==> src/rtl/fetch_pc_unit.sv <==
// Program counter and fetch-address stage for the single-cycle MIPS-subset core.
// Computes next PC from decoded control, runs a RUN/HALT machine and keeps debug counters.
module fetch_pc_unit #(
  parameter logic [31:0] RESET_PC = 32'h0000_0000,
  parameter int          IMEM_AW  = 10
) (
  input  logic               clk,
  input  logic               rst_n,
  input  logic               go,
  input  logic               halt_req,
  input  logic               pc_jump,
  input  logic               jr,
  input  logic               beq,
  input  logic               bne,
  input  logic               bltz,
  input  logic               alu_equal,
  input  logic               rs_sign,
  input  logic [25:0]        jump_index,
  input  logic [15:0]        branch_imm,
  input  logic [31:0]        jr_target,
  output logic [31:0]        pc,
  output logic [31:0]        pc_plus4,
  output logic [IMEM_AW-1:0] imem_addr,
  output logic               halted,
  output logic               redirect,
  output logic               jr_misalign,
  output logic [31:0]        cycle_count,
  output logic [31:0]        retired_count,
  output logic [31:0]        taken_count
);

  typedef enum logic {
    S_RUN  = 1'b0,
    S_HALT = 1'b1
  } state_e;

  state_e      state_q, state_d;
  logic        halted_q, halted_d;
  logic        misalign_q, misalign_d;
  logic [31:0] pc_q, pc_d;
  logic [31:0] cycle_q, cycle_d;
  logic [31:0] retired_q, retired_d;
  logic [31:0] taken_q, taken_d;

  logic        branch_taken;
  logic [31:0] pc_plus4_w;
  logic [31:0] branch_off;
  logic [31:0] branch_tgt;
  logic [31:0] jump_tgt;
  logic [31:0] jr_tgt;
  logic [31:0] next_pc;

  assign pc_plus4_w   = pc_q + 32'd4;
  assign branch_taken = (beq & alu_equal) | (bne & ~alu_equal) | (bltz & rs_sign);
  assign branch_off   = {{14{branch_imm[15]}}, branch_imm, 2'b00};
  assign branch_tgt   = pc_plus4_w + branch_off;
  assign jump_tgt     = {pc_plus4_w[31:28], jump_index, 2'b00};
  assign jr_tgt       = {jr_target[31:2], 2'b00};

  // Priority: jr over j/jal over taken branch over sequential.
  always_comb begin
    next_pc = pc_plus4_w;
    if (jr)                next_pc = jr_tgt;
    else if (pc_jump)      next_pc = jump_tgt;
    else if (branch_taken) next_pc = branch_tgt;
  end

  always_comb begin
    state_d    = state_q;
    pc_d       = pc_q;
    cycle_d    = cycle_q;
    retired_d  = retired_q;
    taken_d    = taken_q;
    misalign_d = misalign_q;
    if (state_q == S_RUN) begin
      pc_d      = next_pc;
      cycle_d   = cycle_q + 32'd1;
      retired_d = retired_q + 32'd1;
      if (branch_taken && !jr && !pc_jump) taken_d = taken_q + 32'd1;
      if (jr && (jr_target[1:0] != 2'b00)) misalign_d = 1'b1;
      // The syscall still retires and the PC moves past it before halting.
      if (halt_req) state_d = S_HALT;
    end else begin
      if (go) state_d = S_RUN;
    end
    halted_d = (state_d == S_HALT);
  end

  always_ff @(posedge clk) begin
    if (!rst_n) begin
      state_q    <= S_RUN;
      halted_q   <= 1'b0;
      pc_q       <= RESET_PC;
      cycle_q    <= 32'd0;
      retired_q  <= 32'd0;
      taken_q    <= 32'd0;
      misalign_q <= 1'b0;
    end else begin
      state_q    <= state_d;
      halted_q   <= halted_d;
      pc_q       <= pc_d;
      cycle_q    <= cycle_d;
      retired_q  <= retired_d;
      taken_q    <= taken_d;
      misalign_q <= misalign_d;
    end
  end

  assign pc            = pc_q;
  assign pc_plus4      = pc_plus4_w;
  assign imem_addr     = pc_q[IMEM_AW+1:2];
  assign halted        = halted_q;
  assign redirect      = jr | pc_jump | branch_taken;
  assign jr_misalign   = misalign_q;
  assign cycle_count   = cycle_q;
  assign retired_count = retired_q;
  assign taken_count   = taken_q;

endmodule

==> config.mk <==
export PLATFORM = sky130hd
export DESIGN_NAME = fetch_pc_unit
export DESIGN_NICKNAME = d
export VERILOG_FILES = /design/src/rtl/fetch_pc_unit.sv
export SDC_FILE = /design/constraint.sdc
export NUM_CORES = 1
export LEC_CHECK = 0
export BUFFER_PORTS_ARGS = -buffer_cell sky130_fd_sc_hd__buf_2
export CAP_MARGIN = 40
export CORE_MARGIN = 3
export CORE_UTILIZATION = 45
export DETAILED_ROUTE_END_ITERATION = 10
export GPL_TIMING_DRIVEN = 1
export PLACE_DENSITY = 0.73
export REMOVE_ABC_BUFFERS = 1
export SYNTH_ARGS = -nofsm -noshare
export SYNTH_HDL_FRONTEND = slang
export SYNTH_SLANG_ARGS = --single-unit
==> constraint.sdc <==
create_clock -name clk -period 4.25 [get_ports clk]
set_clock_uncertainty 0.05 [all_clocks]
set_input_delay 0.2125 -clock clk [delete_from_list [all_inputs] [get_ports clk]]
set_output_delay 0.2125 -clock clk [all_outputs]
set_load 0.03 [all_outputs]
==> results.txt <==
Final Wtd Congestion - 0.9416
Slew at the pin closest to its max-slew limit - 0.6202 ns
CP Data Arrival Time - 4.25 ns
RSZ-0062 raised after global routing - no
Clock Path Buffers - 2
Initial antenna violation count - 3
Pwr/cell area - 346.1 nW/um^2
Final Power - 3.561 mW
Final setup fails - 0
Num CTS Buffers - 17
Vias in the first global route - 7,905
Final ANT Viol Nets - 0
Mapped Cells - 1,035
Vias per inst - 5.636
Maxcap violations - 0
Total die area - 20,260 um^2
CTS tree - done
Final hold violation count - 0
Post-Layout Cell Count - 1,506
Final #Nets - 1,392
Max H-tree Level - 4
First-pass GRT wire length - 40.92 mm
Period utilisation layout - 0.9402
Sequential share of the synthesized area - 0.3063
Final non-filler cell area - 10,290 um^2
DR vias - 8,488
Cell area after placement - 9729 um^2
Initial Utilization - 0.4626
Rel. slew slack - 0.5840
Run status - finished clean
FILL cells - 1,743
Final worst path period need - 3.996 ns
Antenna Cells - 0
Final-report max-slew violation count - 0
#FFs+latches synth - 128
Grt ovf - 0
Crit. End Element - register
1st-iter DRT viols - 426
Mean post-synth cell area - 8.084 um^2
FP Rows - 49
Max frequency - 250.3 MHz
DIE WIDTH - 142.4 um
Hpwl dp - 19.59 mm
Startpoint class of the critical path - register
Clock-pin transition on the worst setup and hold timing paths - 0.06 ns
Utilization after layout - 0.5688
# Post-CTS Setup Buffers - 0
Pre-Repair DR Iteration Count - 5
Main synth FF type - dfxtp_1
Setup Crit Path Kind - register to register
Leakage - 4.797 nW
Yosys cell types - 68
Commonest non-fill, non-tap cells in the layout - 253 x buf_2, 127 x dfxtp_1, 108 x nand2_1, 92 x nor2_1, 77 x xnor2_1
DRC - 0
I/O Buffers - 253
CP max FO - 9
Core area - 18,090 um^2
Num ports - 258
Cells after DPL - 1,474
Peak supply drop - 0.2921 mV
Share of cells above drive strength 1 - 0.2443
Worst hold path class - primary input to register
Number of enable flip-flop cells after synthesis - 0
Area growth, synth to finish - 22.96%
Mapped Area - 8367 um^2
Yosys warns - 0
Required @ worst endpoint - 4.51 ns
Largest net degree at the start of global routing - 63
WL/cell - 17.34 um
Die H - 142.4 um
Detailed Route WL - 26.12 mm
GRT Util Overall - 0.2488
CTS sink cnt - 128
Ys async rst share - 0
Clk Latency, worst-skew pair - 0.42 ns
Root buffer cell - clkbuf_16
Most common cell after layout, fill and taps aside - buf_2
-- per-stage QoR --
stage / hold WS, ns / setup TNS (ns) / setup slack, ns
after floorplan: 0.2710 / -0.03816 / -0.03816
final: 0.02614 / 0 / 0.2541
after CTS: 0.005898 / 0 / 0.2057
after global routing: 0.02214 / 0 / 0.01590
after detailed placement: 0.4264 / 0 / 0.2372
after global placement: 0.3928 / 0 / 0.4764
-- kinds of logic after synthesis --
family,share of synthesized area
adder cells (fa/ha/maj),0.06221
AND/OR/NAND/NOR,0.2593
flip-flops,0.3063
multiplexers,0.01211
XOR/XNOR,0.1349
AO/OA/AOI/OAI,0.1850
other,0.0004482
buffers and inverters,0.03978
-- final cells by class --
type / instances / area [um^2] / area share
repair buffers: 265 / 1361 / 0.1323
clock buffers: 18 / 439.2 / 0.04269
clock inverters: 12 / 87.58 / 0.008514
well taps: 229 / 286.5 / 0.02785
flip-flops and latches: 128 / 2564 / 0.2492
multi-input cells: 839 / 5493 / 0.5339
inverters: 15 / 56.30 / 0.005473
-- power breakdown --
| part | switching, mW | internal (mW) | total [mW] |
|---|---|---|---|
| Combinational | 0.594 | 0.332 | 0.926 |
| Sequential | 0.0621 | 1.24 | 1.30 |
| Clock | 0.576 | 0.756 | 1.33 |
| Total | 1.23 | 2.33 | 3.56 |
-- synthesized netlist by cell type (3+ instances only) --
library cell / n / area, um^2
nand4_1: 35 / 219.0
and3_1: 32 / 200.2
nand3_1: 48 / 240.2
nor3b_1: 4 / 30.03
buf_1: 3 / 11.26
buf_4: 15 / 112.6
o31ai_1: 6 / 45.04
o21a_1: 9 / 67.56
nor2b_1: 6 / 37.54
xor2_1: 50 / 437.9
ha_1: 40 / 500.5
o21bai_1: 4 / 30.03
nor3_2: 3 / 30.03
a22o_1: 4 / 35.03
a21boi_0: 7 / 52.55
and2_1: 34 / 212.7
dfxtp_1: 128 / 2562
a21oi_1: 52 / 260.3
nor3_1: 12 / 60.06
o211a_1: 9 / 90.09
inv_1: 14 / 52.55
o22ai_1: 8 / 50.05
o21ai_0: 59 / 295.3
a31oi_1: 5 / 31.28
xnor2_1: 77 / 674.4
a21o_1: 17 / 127.6
mux2i_1: 9 / 90.09
nand2_1: 108 / 405.4
o211ai_1: 16 / 120.1
a221oi_1: 6 / 52.55
clkbuf_1: 35 / 131.4
or2_2: 3 / 18.77
nor2_1: 92 / 345.3
or3_1: 15 / 93.84
a211oi_1: 9 / 67.56
nand2b_1: 4 / 25.02
o221ai_1: 5 / 43.79
and4_1: 15 / 131.4
-- flip-flops by register name, indices dropped and copies added (netlist names) --
| register | cells |
|---|---|
| cycle_count | 32 |
| retired_count | 32 |
| taken_count | 32 |
| pc | 30 |
| halted | 1 |
| jr_misalign | 1 |
-- worst max-delay path, stage by stage, from the launching register on --
cell      delay, ns
dfxtp_1        0.50
ha_1           0.30
and3_1         0.41
nand4_1        0.17
xnor2_1        0.19
ha_1           0.41
nand3_1        0.25
nor3b_1        0.48
nor4b_1        0.13
a21oi_1        0.40
xnor2_1        0.16
o21ai_0        0.10
a221oi_1       0.25
nor2_1         0.08
-- what timing repair did --
action | 4_1_cts | 5_1_grt
resized for setup | 0 | 3
hold buffers | 2 | 0
setup endpoints to repair | 0 | 2
endpoints found under the hold margin | 2 | 0
-- routing by layer --
metal	track usage	share of wire	up-vias
li1	-	-	4170
met1	0.3324	0.45	3973
met2	0.3978	0.45	283
met3	0.05309	0.070	56
met4	0.09055	0.027	6
met5	0	0.0016	-
-- worst paths after layout --
path	startpoint	endpoint	slack [ns]	cells past startpoint
max	pc[3]	pc[20]	0.25	13
min	jr_target[18]	pc[18]	0.03	3
max reg2reg	pc[3]	pc[20]	0.25	13
min reg2reg	jr_misalign	jr_misalign	0.43	1
Power figures use the tool's default switching activity.
